[src/rtl/buzzer_scheduler.sv]
// Buzzer scheduler: sole owner of the piezo pin. Arbitrates alarm/chime/beep requests
// and plays their fixed melodies through a shared tone/duration note engine.
//
//  state    | meaning
//  ---------+-----------------------------------------------------------
//  S_IDLE   | silent, waiting for a request
//  S_BEEP   | keypress beep, one note, then idle
//  S_CHIME  | hour chime, two notes each followed by a gap, then idle
//  S_ALARM  | four-note alarm melody looping, ring timer running
//  S_SNOOZE | silent, snooze timer running, then back to alarm note 0
module buzzer_scheduler #(
    parameter int CLK_HZ    = 50_000_000,
    parameter int NOTE_MS   = 300,
    parameter int GAP_MS    = 50,
    parameter int BEEP_MS   = 50,
    parameter int SNOOZE_S  = 300,
    parameter int TIMEOUT_S = 60
) (
    input  logic       CLOCK_50,
    input  logic       reset_n,
    input  logic       alarm_hit,
    input  logic       chime_req,
    input  logic       beep_req,
    input  logic       snooze,
    input  logic       dismiss,
    output logic       alarm_sound,
    output logic [1:0] active_src,
    output logic       snoozing,
    output logic       busy
);

    typedef enum logic [2:0] {
        S_IDLE,
        S_BEEP,
        S_CHIME,
        S_ALARM,
        S_SNOOZE
    } state_t;

    localparam logic [31:0] TICK_DIV    = 32'(CLK_HZ / 1000);
    localparam logic [19:0] NOTE_LEN    = 20'(NOTE_MS);
    localparam logic [19:0] GAP_LEN     = 20'(GAP_MS);
    localparam logic [19:0] BEEP_LEN    = 20'(BEEP_MS);
    localparam logic [19:0] SNOOZE_LEN  = 20'(SNOOZE_S * 1000);
    localparam logic [19:0] TIMEOUT_LEN = 20'(TIMEOUT_S * 1000);
    localparam logic [31:0] HALF_1000   = 32'(CLK_HZ / (2 * 1000));
    localparam logic [31:0] HALF_392    = 32'(CLK_HZ / (2 * 392));
    localparam logic [31:0] HALF_349    = 32'(CLK_HZ / (2 * 349));
    localparam logic [31:0] HALF_330    = 32'(CLK_HZ / (2 * 330));
    localparam logic [31:0] HALF_294    = 32'(CLK_HZ / (2 * 294));

    state_t      state_q, state_d;
    logic [1:0]  idx_q, idx_d;
    logic        gap_q, gap_d;
    logic [31:0] presc_q, presc_d;
    logic [19:0] dur_q, dur_d;
    logic [31:0] phase_q, phase_d;
    logic        sound_q, sound_d;
    logic [31:0] tpresc_q, tpresc_d;
    logic [19:0] tms_q, tms_d;
    logic [1:0]  src_q, src_d;
    logic        snz_q, snz_d;
    logic        busy_q, busy_d;

    logic        tone_state;
    logic        timer_state;
    logic        tick;
    logic        tmr_tick;
    logic        seg_end;
    logic        ring_done;
    logic        snooze_done;
    logic [19:0] seg_len;
    logic [31:0] half;
    logic        restart;
    logic        tmr_clr;

    function automatic logic [31:0] note_half(input state_t st, input logic [1:0] idx);
        logic [31:0] h;
        h = HALF_1000;
        if (st == S_CHIME) begin
            h = idx[0] ? HALF_392 : HALF_330;
        end else if (st == S_ALARM) begin
            case (idx)
                2'd0:    h = HALF_392;
                2'd1:    h = HALF_330;
                2'd2:    h = HALF_349;
                default: h = HALF_294;
            endcase
        end
        return h;
    endfunction

    assign tone_state  = (state_q == S_BEEP) || (state_q == S_CHIME) || (state_q == S_ALARM);
    assign timer_state = (state_q == S_ALARM) || (state_q == S_SNOOZE);
    assign half        = note_half(state_q, idx_q);
    assign seg_len     = gap_q ? GAP_LEN : ((state_q == S_BEEP) ? BEEP_LEN : NOTE_LEN);
    assign tick        = (presc_q == TICK_DIV - 32'd1);
    assign tmr_tick    = (tpresc_q == TICK_DIV - 32'd1);
    assign seg_end     = tick && (dur_q == seg_len - 20'd1);
    assign ring_done   = tmr_tick && (tms_q == TIMEOUT_LEN - 20'd1);
    assign snooze_done = tmr_tick && (tms_q == SNOOZE_LEN - 20'd1);

    always_comb begin
        state_d  = state_q;
        idx_d    = idx_q;
        gap_d    = gap_q;
        presc_d  = presc_q;
        dur_d    = dur_q;
        phase_d  = phase_q;
        sound_d  = sound_q;
        tpresc_d = tpresc_q;
        tms_d    = tms_q;
        restart  = 1'b0;
        tmr_clr  = 1'b0;

        // Note engine free-runs only while a melody is playing.
        if (tone_state) begin
            if (tick) begin
                presc_d = '0;
                if (dur_q != '1) dur_d = dur_q + 20'd1;
            end else begin
                presc_d = presc_q + 32'd1;
            end
            if (gap_q) begin
                phase_d = '0;
                sound_d = 1'b0;
            end else if (phase_q == half - 32'd1) begin
                phase_d = '0;
                sound_d = ~sound_q;
            end else begin
                phase_d = phase_q + 32'd1;
            end
        end

        if (timer_state) begin
            if (tmr_tick) begin
                tpresc_d = '0;
                if (tms_q != '1) tms_d = tms_q + 20'd1;
            end else begin
                tpresc_d = tpresc_q + 32'd1;
            end
        end

        case (state_q)
            S_IDLE: begin
                if (alarm_hit)      state_d = S_ALARM;
                else if (chime_req) state_d = S_CHIME;
                else if (beep_req)  state_d = S_BEEP;
            end
            S_BEEP: begin
                if (alarm_hit)      state_d = S_ALARM;
                else if (chime_req) state_d = S_CHIME;
                else if (seg_end)   state_d = S_IDLE;
            end
            S_CHIME: begin
                if (alarm_hit) begin
                    state_d = S_ALARM;
                end else if (seg_end) begin
                    if (!gap_q) begin
                        gap_d   = 1'b1;
                        restart = 1'b1;
                    end else if (idx_q == 2'd1) begin
                        state_d = S_IDLE;
                    end else begin
                        idx_d   = idx_q + 2'd1;
                        gap_d   = 1'b0;
                        restart = 1'b1;
                    end
                end
            end
            S_ALARM: begin
                if (dismiss) begin
                    state_d = S_IDLE;
                end else if (snooze) begin
                    state_d = S_SNOOZE;
                end else if (ring_done) begin
                    state_d = S_IDLE;
                end else if (seg_end) begin
                    // The 2-bit index wrapping from 3 to 0 is what loops the melody.
                    gap_d   = ~gap_q;
                    idx_d   = gap_q ? idx_q + 2'd1 : idx_q;
                    restart = 1'b1;
                end
            end
            S_SNOOZE: begin
                if (dismiss)          state_d = S_IDLE;
                else if (snooze)      tmr_clr = 1'b1;
                else if (snooze_done) state_d = S_ALARM;
            end
            default: state_d = S_IDLE;
        endcase

        if (state_d != state_q) begin
            restart = 1'b1;
            tmr_clr = 1'b1;
            idx_d   = 2'd0;
            gap_d   = 1'b0;
        end
        if (restart) begin
            presc_d = '0;
            dur_d   = '0;
            phase_d = '0;
            sound_d = 1'b0;
        end
        if (tmr_clr) begin
            tpresc_d = '0;
            tms_d    = '0;
        end

        case (state_d)
            S_BEEP:             src_d = 2'd1;
            S_CHIME:            src_d = 2'd2;
            S_ALARM, S_SNOOZE:  src_d = 2'd3;
            default:            src_d = 2'd0;
        endcase
        snz_d  = (state_d == S_SNOOZE);
        busy_d = (state_d != S_IDLE);
    end

    always_ff @(posedge CLOCK_50 or negedge reset_n) begin
        if (!reset_n) begin
            state_q  <= S_IDLE;
            idx_q    <= '0;
            gap_q    <= 1'b0;
            presc_q  <= '0;
            dur_q    <= '0;
            phase_q  <= '0;
            sound_q  <= 1'b0;
            tpresc_q <= '0;
            tms_q    <= '0;
            src_q    <= '0;
            snz_q    <= 1'b0;
            busy_q   <= 1'b0;
        end else begin
            state_q  <= state_d;
            idx_q    <= idx_d;
            gap_q    <= gap_d;
            presc_q  <= presc_d;
            dur_q    <= dur_d;
            phase_q  <= phase_d;
            sound_q  <= sound_d;
            tpresc_q <= tpresc_d;
            tms_q    <= tms_d;
            src_q    <= src_d;
            snz_q    <= snz_d;
            busy_q   <= busy_d;
        end
    end

    assign alarm_sound = sound_q;
    assign active_src  = src_q;
    assign snoozing    = snz_q;
    assign busy        = busy_q;

endmodule

[config.mk]
export PLATFORM = sky130hd
export DESIGN_NAME = buzzer_scheduler
export DESIGN_NICKNAME = d
export VERILOG_FILES = /design/src/rtl/buzzer_scheduler.sv
export SDC_FILE = /design/constraint.sdc
export NUM_CORES = 1
export LEC_CHECK = 0
export BUFFER_PORTS_ARGS = -buffer_cell sky130_fd_sc_hd__clkbuf_2
export CAP_MARGIN = 30
export CORE_MARGIN = 2
export CORE_UTILIZATION = 60
export DETAILED_ROUTE_END_ITERATION = 7
export HOLD_SLACK_MARGIN = 0.03
export PLACE_DENSITY = 0.76
export SYNTH_ARGS = -nofsm -noshare
export SYNTH_HDL_FRONTEND = slang
export SYNTH_SLANG_ARGS = --single-unit
[constraint.sdc]
create_clock -name CLOCK_50 -period 6.8 [get_ports CLOCK_50]
set_input_delay 1.02 -clock CLOCK_50 [delete_from_list [all_inputs] [get_ports CLOCK_50]]
set_output_delay 1.02 -clock CLOCK_50 [all_outputs]
set_load 0.01 [all_outputs]
==> results of run 1 <==
-- worst max-delay path: cells and delay by family (launching register included) --
family             cells  cell delay [ns]
AOI/OAI and AO/OA      4             1.28
and+or+nand+nor        3             1.23
DFF                    1             0.88
muxes                  2             0.61
-- cell usage in the layout (no fill, tap or decap), types with 4 or more instances in the layout --
cell         n
and2_1       9
a21oi_1     38
mux2i_1      4
nor3_1      18
ha_1        12
nand3_1     57
nor4_1      28
nand4_1     36
clkinv_2     5
and3_1      29
or2_2        7
nor4b_1     10
a211oi_1     8
dfrtp_1    147
clkbuf_16   17
buf_4        5
nor2b_1      6
nand2b_1     9
xnor2_1     60
xor2_1      65
a31oi_1     10
and4_1      12
o21ai_0     24
inv_1       20
clkbuf_2    10
or3_1       18
nor2_1     170
nand2_1     82
-- synth_stat cells, types with 12 or more instances --
library cell | instances | area (um2)
a21oi_1 | 39 | 195.2
nor4_1 | 28 | 175.2
nand2_1 | 82 | 307.8
and3_1 | 29 | 181.4
xor2_1 | 65 | 569.3
nand4_1 | 36 | 225.2
nand3_1 | 57 | 285.3
o21ai_0 | 24 | 120.1
nor3_1 | 18 | 90.09
buf_2 | 14 | 70.07
and4_1 | 12 | 105.1
xnor2_1 | 60 | 525.5
ha_1 | 12 | 150.1
inv_1 | 20 | 75.07
nor2_1 | 170 | 638.1
clkbuf_1 | 21 | 78.83
or3_1 | 18 | 112.6
dfrtp_1 | 147 | 3679
-- registers in the layout (all words and copies together) (netlist names) --
name / flops
tpresc_q: 32
state_q: 3
busy: 1
active_src: 2
phase_q: 32
alarm_sound: 1
snoozing: 1
idx_q: 2
dur_q: 20
gap_q: 1
presc_q: 32
tms_q: 20
-- routing by layer --
layer  GRT usage  routed length (um)  up-vias
met4     0.08523                 243        0
met1      0.3738                8983     3405
li1            -                   -     3426
met3     0.05586                1056       20
met5           0                   0        -
met2      0.4076                8641      207
-- layout make-up --
cell class | count | share of cell area
Sequential cell | 147 | 0.3937
Clock buffer | 19 | 0.04847
Tap cell | 180 | 0.02410
Timing Repair Buffer | 16 | 0.01058
Multi-Input combinational cell | 769 | 0.5008
Clock inverter | 13 | 0.01433
Inverter | 20 | 0.008034
-- power by group --
part | total (W) | internal (W) | switching (W)
sequential | 0.000960 | 0.000904 | 0.0000563
combinational | 0.000790 | 0.000198 | 0.000591
clock | 0.000928 | 0.000558 | 0.000371
-- final timing paths --
path | to | slack [ns] | depth (start not counted)
setup / recovery | tpresc_q[30] | 2.68 | 9
hold / removal | tms_q[4] | 0.55 | 2
setup reg to reg | tpresc_q[30] | 2.68 | 9
hold reg to reg | tms_q[4] | 0.55 | 2
max in group asynchronous | presc_q[12] | 4.83 | 2
min in group asynchronous | presc_q[19] | 0.61 | 1
-- kinds of logic (layout without fill, tap and decap cells) --
kind of cell	after synthesis	in the layout	synth area share
AO/OA/AOI/OAI	118	118	0.09309
XOR/XNOR	125	125	0.1271
adder cells (fa/ha/maj)	12	12	0.01743
buffers and inverters	59	68	0.03035
flip-flops	147	147	0.4270
multiplexers	7	7	0.009003
AND/OR/NAND/NOR	507	507	0.2961
-- per-stage QoR --
step,cells,utilization
detailed placement,1132,0.6284
floorplan,975,-
finish,1164,0.6706
global placement,1132,0.6284
global route,1164,0.6706
CTS,1164,0.6706
==> flow_summary.json, run 1 <==
{
  "status": "complete, no violations",
  "syn_avg_cell_area_um2": 8.837,
  "fillers": 1115,
  "n_antenna_cell": 0,
  "nets": 990,
  "finalSetupTns_ns": 0,
  "cts_tree": "yes",
  "cts_buffers": 17,
  "io_pins": 12,
  "syn_to_final_growth_pct": 8.452,
  "ys_warn_count": 0,
  "drt_wl_total_um": 18920,
  "synth_cell_types": 62,
  "seq_area_frac_synth": 0.4270,
  "grt_pass1_vias": 6635,
  "cpMaxStageDelayCell": "dfrtp_1",
  "final_area_um2": 9344,
  "ant_nets": 0,
  "die_h_um": 123.8,
  "setup_violations": 0,
  "place_congestion": 0.8886,
  "relSlewSlack": 0.3563,
  "synth_seq_cells": 147,
  "crit_path_cell_trace": "nor3b_1 > o21ai_1 > a2111oi_4 > a21o_1 > mux2_4 > a211o_4 > nand2_1 > nor2_1 > mux2_2",
  "hp-class": "flop to flop",
  "p_total_w": 0.002678,
  "layout-drive-gt1-share": 0.07317,
  "core_um2": 13930,
  "min_period_ns": 4.118,
  "slowest_delay_ns": 0.88,
  "synth_nets": 994,
  "die_w_um": 123.8,
  "root_buffer": "clkbuf_16",
  "power_density_nw_per_um2": 286.6,
  "path_class": "flop to flop",
  "worst_slack_ns": 2.682,
  "post-cts-setup-buffers": 0,
  "grt_pass1_wl_um": 31890,
  "syn_area_um2": 8616,
  "htree_levels": 4,
  "pre_cts_ws_ns": 2.716,
  "drv_slew": 0,
  "arrival_ns": 4.43,
  "critPathRequiredTime_ns": 7.11,
  "netlist_instances": 975,
  "tightest_slew_ns": 0.9633,
  "vias": 7058,
  "vias_per_cell": 6.064,
  "min-delay-start": "tms_q[4]",
  "clock_latency_ns": 0.43,
  "hold_viol": 0,
  "fin_crit_sh": 0.6055,
  "holdBufCountCts": 0,
  "endpoint_kind": "flop",
  "regArea_um2": 3679,
  "clk_pin_slew_ns": 0.06,
  "ys.flop_type": "dfrtp_1",
  "r2r-start": "state_q[0]",
  "initial_core_util": 0.6183,
  "maxCapViolCount": 0,
  "fmax_ghz": 0.2429,
  "cts.path.max_buffers": 2,
  "startpoint": "state_q[0]",
  "grt_usage": 0.2641,
  "rows": 43,
  "dpl.hpwl_um": 12580,
  "grt_setup_unrepaired": "no",
  "ctsResizeCount": 0,
  "placed_area_um2": 8757,
  "worstSetupStartpointType": "flop",
  "cts.sinks": 147,
  "drc": 0,
  "drt_iter0_markers": 520,
  "timing.hold.ws_ns": 0.5477,
  "antenna_found_initial": 0,
  "grt-ovfl-total": 0,
  "finClkSkew_ns": 0.01353,
  "crit_fanout": 34,
  "p_leak_nw": 3.733,
  "die-area_um2": 15330,
  "first_pass_iters": 5,
  "multi_input_area_um2": 4679,
  "async_flop_share": 1.000,
  "routedWlPerCell_um": 16.26,
  "ir_worst_vdd_mv": 0.2628,
  "portBuffers": 11,
  "synth_edf_count": 0,
  "grt_max_degree": 77
}
(Power assumes the default switching activity.)
==> run 2, diff against run 1 <==
==> constraint.sdc (replaced) <==
create_clock -name CLOCK_50 -period 4.1 [get_ports CLOCK_50]
set_input_delay 0.615 -clock CLOCK_50 [delete_from_list [all_inputs] [get_ports CLOCK_50]]
set_output_delay 0.615 -clock CLOCK_50 [all_outputs]
set_load 0.01 [all_outputs]
==> flow_summary.json, run 2 (synthesized netlist as in run 1, its figures left out) <==
{
  "clock_latency_ns": 0.43,
  "root_buffer": "clkbuf_16",
  "fmax_ghz": 0.2621,
  "drc": 0,
  "vias": 7129,
  "portBuffers": 11,
  "holdBufCountCts": 0,
  "relSlewSlack": 0.3597,
  "antenna_found_initial": 0,
  "maxCapViolCount": 0,
  "mostFrequentLayoutCells": "nor2_1, dfrtp_1, nand2_1, xor2_1, xnor2_1",
  "crit_path_cell_trace": "nor4_1 > nand4_1 > nor4_4 > a21oi_1 > o21a_1 > a31oi_1 > nand3_1 > or3_1 > a21oi_1",
  "die_w_um": 123.8,
  "vias_per_cell": 6.072,
  "n_antenna_cell": 0,
  "drt_iter0_markers": 571,
  "finalSetupTns_ns": 0,
  "min_period_ns": 3.815,
  "layout-drive-gt1-share": 0.07948,
  "status": "complete, no violations",
  "cts_tree": "yes",
  "grt_pass1_vias": 6842,
  "grt_pass1_wl_um": 32910,
  "place_congestion": 0.8956,
  "first_pass_iters": 5,
  "slowest_delay_ns": 0.73,
  "drv_slew": 0,
  "initial_core_util": 0.6183,
  "io_pins": 12,
  "die-area_um2": 15330,
  "p_leak_nw": 3.800,
  "ant_nets": 0,
  "die_h_um": 123.8,
  "cts.sinks": 147,
  "dp_cells": 1141,
  "rows": 43,
  "cts.path.max_buffers": 2,
  "worst-path-buf-inv": 0,
  "cp_top_family": "simple AND/OR/NAND/NOR gates",
  "worstSetupStartpointType": "flop",
  "hp-class": "input pin to async pin",
  "ir_worst_vdd_mv": 0.4578,
  "grt_setup_unrepaired": "no",
  "routedWlPerCell_um": 15.91,
  "fillers": 1095,
  "clk_pin_slew_ns": 0.06,
  "path_class": "flop to flop",
  "hold_viol": 0,
  "grt_usage": 0.2714,
  "setup_violations": 0,
  "fin_crit_sh": 0.9304,
  "top_regs": "phase_q x32, presc_q x32, tpresc_q x32",
  "endpoint_kind": "flop",
  "critPathRequiredTime_ns": 4.45,
  "finalNonFillerCells": 1174,
  "cts_buffers": 17,
  "timing.hold.ws_ns": 0.1905,
  "htree_levels": 4,
  "syn_to_final_growth_pct": 9.875,
  "core_um2": 13930,
  "final_common_cell": "nor2_1",
  "tightest_slew_ns": 0.9560,
  "cpMaxStageDelayCell": "a31oi_1",
  "p_total_w": 0.004574,
  "crit_path_frequent_cell": "a21oi_1",
  "finClkSkew_ns": 0.008375,
  "dpl.hpwl_um": 12660,
  "crit_fanout": 12,
  "grt_max_degree": 103,
  "grt-ovfl-total": 0,
  "power_density_nw_per_um2": 483.2,
  "nets": 1000,
  "drt_wl_total_um": 18680,
  "arrival_ns": 4.16
}
-- run 2: what timing repair did --
| item | CTS | global route |
|---|---|---|
| setup buffers | 0 | 0 |
| setup endpoints to repair | 0 | 30 |
| gates resized for setup | 0 | 3 |
-- run 2: worst paths after layout --
kind,from,endpoint,slack [ns],cells past startpoint
worst min-delay path,reset_n,presc_q[23],0.19,2
max in group asynchronous,reset_n,presc_q[26],3.12,3
min in group CLOCK_50,dismiss,snoozing,0.48,2
worst min register to register,tms_q[4],tms_q[4],0.54,2
worst max register to register,tpresc_q[10],phase_q[28],0.29,9
worst max-delay path,tpresc_q[10],phase_q[28],0.29,9
-- run 2: stage by stage --
stage / util / setup WS [ns] / cell area (um2)
2_1_floorplan: - / 0.7141 / 8616
3_5_place_dp: 0.6333 / 0.1960 / 8825
4_1_cts: 0.6768 / 0.1973 / 9432
5_1_grt: 0.6794 / 0.007960 / 9467
6_report: 0.6794 / 0.2852 / 9467
3_3_place_gp: 0.6333 / 0.4698 / 8825
-- run 2: cell type report --
| type | instances | area, um2 | area share |
|---|---|---|---|
| clock inverter | 8 | 125.1 | 0.01322 |
| tap | 180 | 225.2 | 0.02379 |
| timing repair buffer | 26 | 200.2 | 0.02115 |
| inverter | 20 | 75.07 | 0.007930 |
| sequential | 147 | 3680 | 0.3887 |
| multi-input combinational | 769 | 4679 | 0.4943 |
| clock buffer | 24 | 481.7 | 0.05089 |
-- run 2: layer usage --
metal	track usage	vias to the layer above	part of all wire
met3	0.05082	38	0.048
met5	0	-	0
met1	0.3983	3446	0.49
met4	0.1001	0	0.020
met2	0.4014	200	0.45
li1	-	3445	-
-- run 2: power by group --
group,internal (W),total [W],switching [W]
registers,0.00150,0.00157,0.0000746
logic,0.000392,0.00141,0.00102
clock network,0.00101,0.00159,0.000585
total,0.00290,0.00457,0.00168
==> run 3, diff against run 2 <==
--- a/config.mk
+++ b/config.mk
@@ -5,11 +5,13 @@
 export SDC_FILE = /design/constraint.sdc
 export NUM_CORES = 1
 export LEC_CHECK = 0
+export ABC_AREA = 1
 export BUFFER_PORTS_ARGS = -buffer_cell sky130_fd_sc_hd__clkbuf_2
 export CAP_MARGIN = 30
 export CORE_MARGIN = 2
 export CORE_UTILIZATION = 60
 export DETAILED_ROUTE_END_ITERATION = 7
+export GPL_ROUTABILITY_DRIVEN = 0
 export HOLD_SLACK_MARGIN = 0.03
 export PLACE_DENSITY = 0.76
 export SYNTH_ARGS = -nofsm -noshare
==> flow_summary.json, run 3 <==
{
  "relSlewSlack": 0.4675,
  "crit_path_frequent_cell": "nand2_1",
  "grt-ovfl-total": 0,
  "synth_cell_types": 45,
  "p_total_w": 0.005551,
  "layout-drive-gt1-share": 0.07731,
  "die_w_um": 138.7,
  "drt_iter0_markers": 738,
  "dpl.hpwl_um": 19390,
  "slowest_delay_ns": 0.47,
  "die-area_um2": 19250,
  "arrival_ns": 3.73,
  "antenna_found_initial": 0,
  "path_class": "flop to flop",
  "ant_nets": 0,
  "top_regs": "phase_q x32, presc_q x32, tpresc_q x32",
  "p_switching_w": 0.002473,
  "htree_levels": 4,
  "cts.sinks": 147,
  "synth_edf_count": 0,
  "first_pass_iters": 7,
  "initial_core_util": 0.6085,
  "final_common_cell": "nand2_1",
  "netSwitchingFraction": 0.4456,
  "grt_pass1_wl_um": 46430,
  "synth_seq_cells": 147,
  "synthTopCellsByArea": "dfrtp_1, nand2_1, nor2_1",
  "rows": 49,
  "root_buffer": "clkbuf_16",
  "ys_warn_count": 0,
  "ys.flop_type": "dfrtp_1",
  "drc": 0,
  "worstSetupStartpointType": "flop",
  "io_pins": 12,
  "seq_area_frac_synth": 0.3377,
  "power_frac_seq": 0.287,
  "mostFrequentLayoutCells": "nand2_1, nor2_1, inv_1, dfrtp_1, nand3_1",
  "tightest_slew_ns": 0.7987,
  "syn_avg_cell_area_um2": 6.808,
  "status": "complete, no violations",
  "finalSetupTns_ns": 0,
  "hp-class": "input pin to async pin",
  "critPathRequiredTime_ns": 4.42,
  "pre_cts_ws_ns": 0.7770,
  "setup_violations": 0,
  "drt_wl_total_um": 27410,
  "worst_slack_ns": 0.6846,
  "maxCapViolCount": 0,
  "cts.path.max_buffers": 2,
  "power_density_nw_per_um2": 473.4,
  "fillers": 1591,
  "cpMaxStageDelayCell": "dfrtp_1",
  "fin_crit_sh": 0.8330,
  "clk_pin_slew_ns": 0.07,
  "fmax_ghz": 0.2928,
  "core_um2": 17900,
  "clock_latency_ns": 0.44,
  "min_period_ns": 3.415,
  "synth_top_area_frac": 0.3377,
  "p_leak_nw": 4.971,
  "r2r_slack_ns": 0.68,
  "nets": 1610,
  "grt_setup_unrepaired": "no",
  "netlist_instances": 1600,
  "multi_input_area_um2": 6210,
  "async_flop_share": 1.000,
  "syn_to_final_growth_pct": 7.638,
  "n_antenna_cell": 0,
  "ir_worst_vdd_mv": 0.3561,
  "drv_slew": 0,
  "p_int_w": 0.003077,
  "synth_top_area_cell": "dfrtp_1",
  "p_comb_frac": 0.402,
  "syn_area_um2": 10890,
  "hold_viol": 0,
  "crit_path_cell_trace": "inv_2 > nor2_1 > nand2_1 > nor2_2 > a21oi_2 > ha_1 > nand3_1 > nor2_1 > nand2_1 > nand3_1 > nand3b_1 > nor2_1 > nand4_2 > nand4_1 > nand2_1 > nand2_1 > nand2_1",
  "die_h_um": 138.7,
  "grt_pass1_vias": 9904,
  "grt_usage": 0.2880,
  "finClkSkew_ns": 0.01014,
  "cts_tree": "yes",
  "final_util": 0.6549,
  "regArea_um2": 3679,
  "synthTopCellsByCount": "nand2_1, nor2_1, inv_1",
  "routedWlPerCell_um": 14.96,
  "holdBufCountCts": 0,
  "timing.hold.ws_ns": 0.2526,
  "post-cts-setup-buffers": 0,
  "yosysMostFrequentCell": "nand2_1",
  "vias_per_cell": 5.736,
  "cts_buffers": 17,
  "ctsResizeCount": 0,
  "synth_nets": 1619,
  "grt_max_degree": 87,
  "portBuffers": 11,
  "crit_fanout": 16,
  "endpoint_kind": "flop",
  "pwr-share-clk": 0.311,
  "vias": 10510
}
[run 3: changes by cell type in the layout (fill, tap and decap cells not counted), moves of 24 or more]
cell and change:
inv_1 +165, nand3_1 +59, nor2_1 +106, nor3_1 +46, and3_1 -24, xnor2_1 -48, xor2_1 +31, nand2_1 +282
o21ai_0 +31, a21oi_1 -29
[run 3: worst max-delay path: cells and delay by family, from the launching register on]
| family | cells | cell delay (ns) |
|---|---|---|
| adder cells (fa/ha/maj) | 1 | 0.28 |
| AND/OR/NAND/NOR | 14 | 2.08 |
| flip-flops | 1 | 0.47 |
| AO/OA/AOI/OAI | 1 | 0.30 |
| buffers and inverters | 1 | 0.17 |
[run 3: layout make-up]
class                   count  share of cell area
clock inverters            14             0.01718
repair buffers             24             0.01526
multi-input cells        1207              0.5296
flip-flops and latches    147              0.3137
inverters                 194             0.06232
clock buffers              18             0.03746
well taps                 229             0.02444
[run 3: logic make-up (layout without fill, tap and decap cells)]
logic type                 after synthesis  in the layout  share of synthesized area
AOI/OAI and AO/OA                      131            131                    0.07512
xor gates and xnor gates               108            108                    0.08684
and+or+nand+nor                        956            956                     0.3941
DFF                                    147            147                     0.3377
buffers and inverters                  246            250                    0.09247
adders and majority gates               12             12                    0.01378
[run 3: power groups by stage]
stage,Clock (W),Combinational (W),Sequential (W)
finish,0.00173,0.00223,0.00159
global placement,0,0.00217,0.00162
CTS,0.00174,0.00220,0.00159
floorplan,0,0.00176,0.00161
global route,0.00180,0.00247,0.00160
detailed placement,0,0.00219,0.00162
[run 3: final timing paths]
check,from,end,cells past startpoint
max,state_q[1],alarm_sound,17
min,reset_n,phase_q[9],1
max reg2reg,state_q[1],alarm_sound,17
min reg2reg,tpresc_q[1],tpresc_q[1],2
max in group asynchronous,reset_n,tpresc_q[22],2
min in group CLOCK_50,tpresc_q[1],tpresc_q[1],2
[run 3: routing by layer]
layer	track usage	wire length, um	up-vias
met3	0.05041	1594	73
met1	0.3715	11890	4880
met4	0.1037	814	0
met2	0.4898	13120	383
li1	-	-	5178
met5	0	0	-
[run 3: per-stage QoR]
step | area [um2] | instances
after floorplan | 10890 | 1600
after global placement | 11070 | 1800
after detailed placement | 11070 | 1800
after CTS | 11710 | 1832
after global routing | 11730 | 1833
final | 11730 | 1833
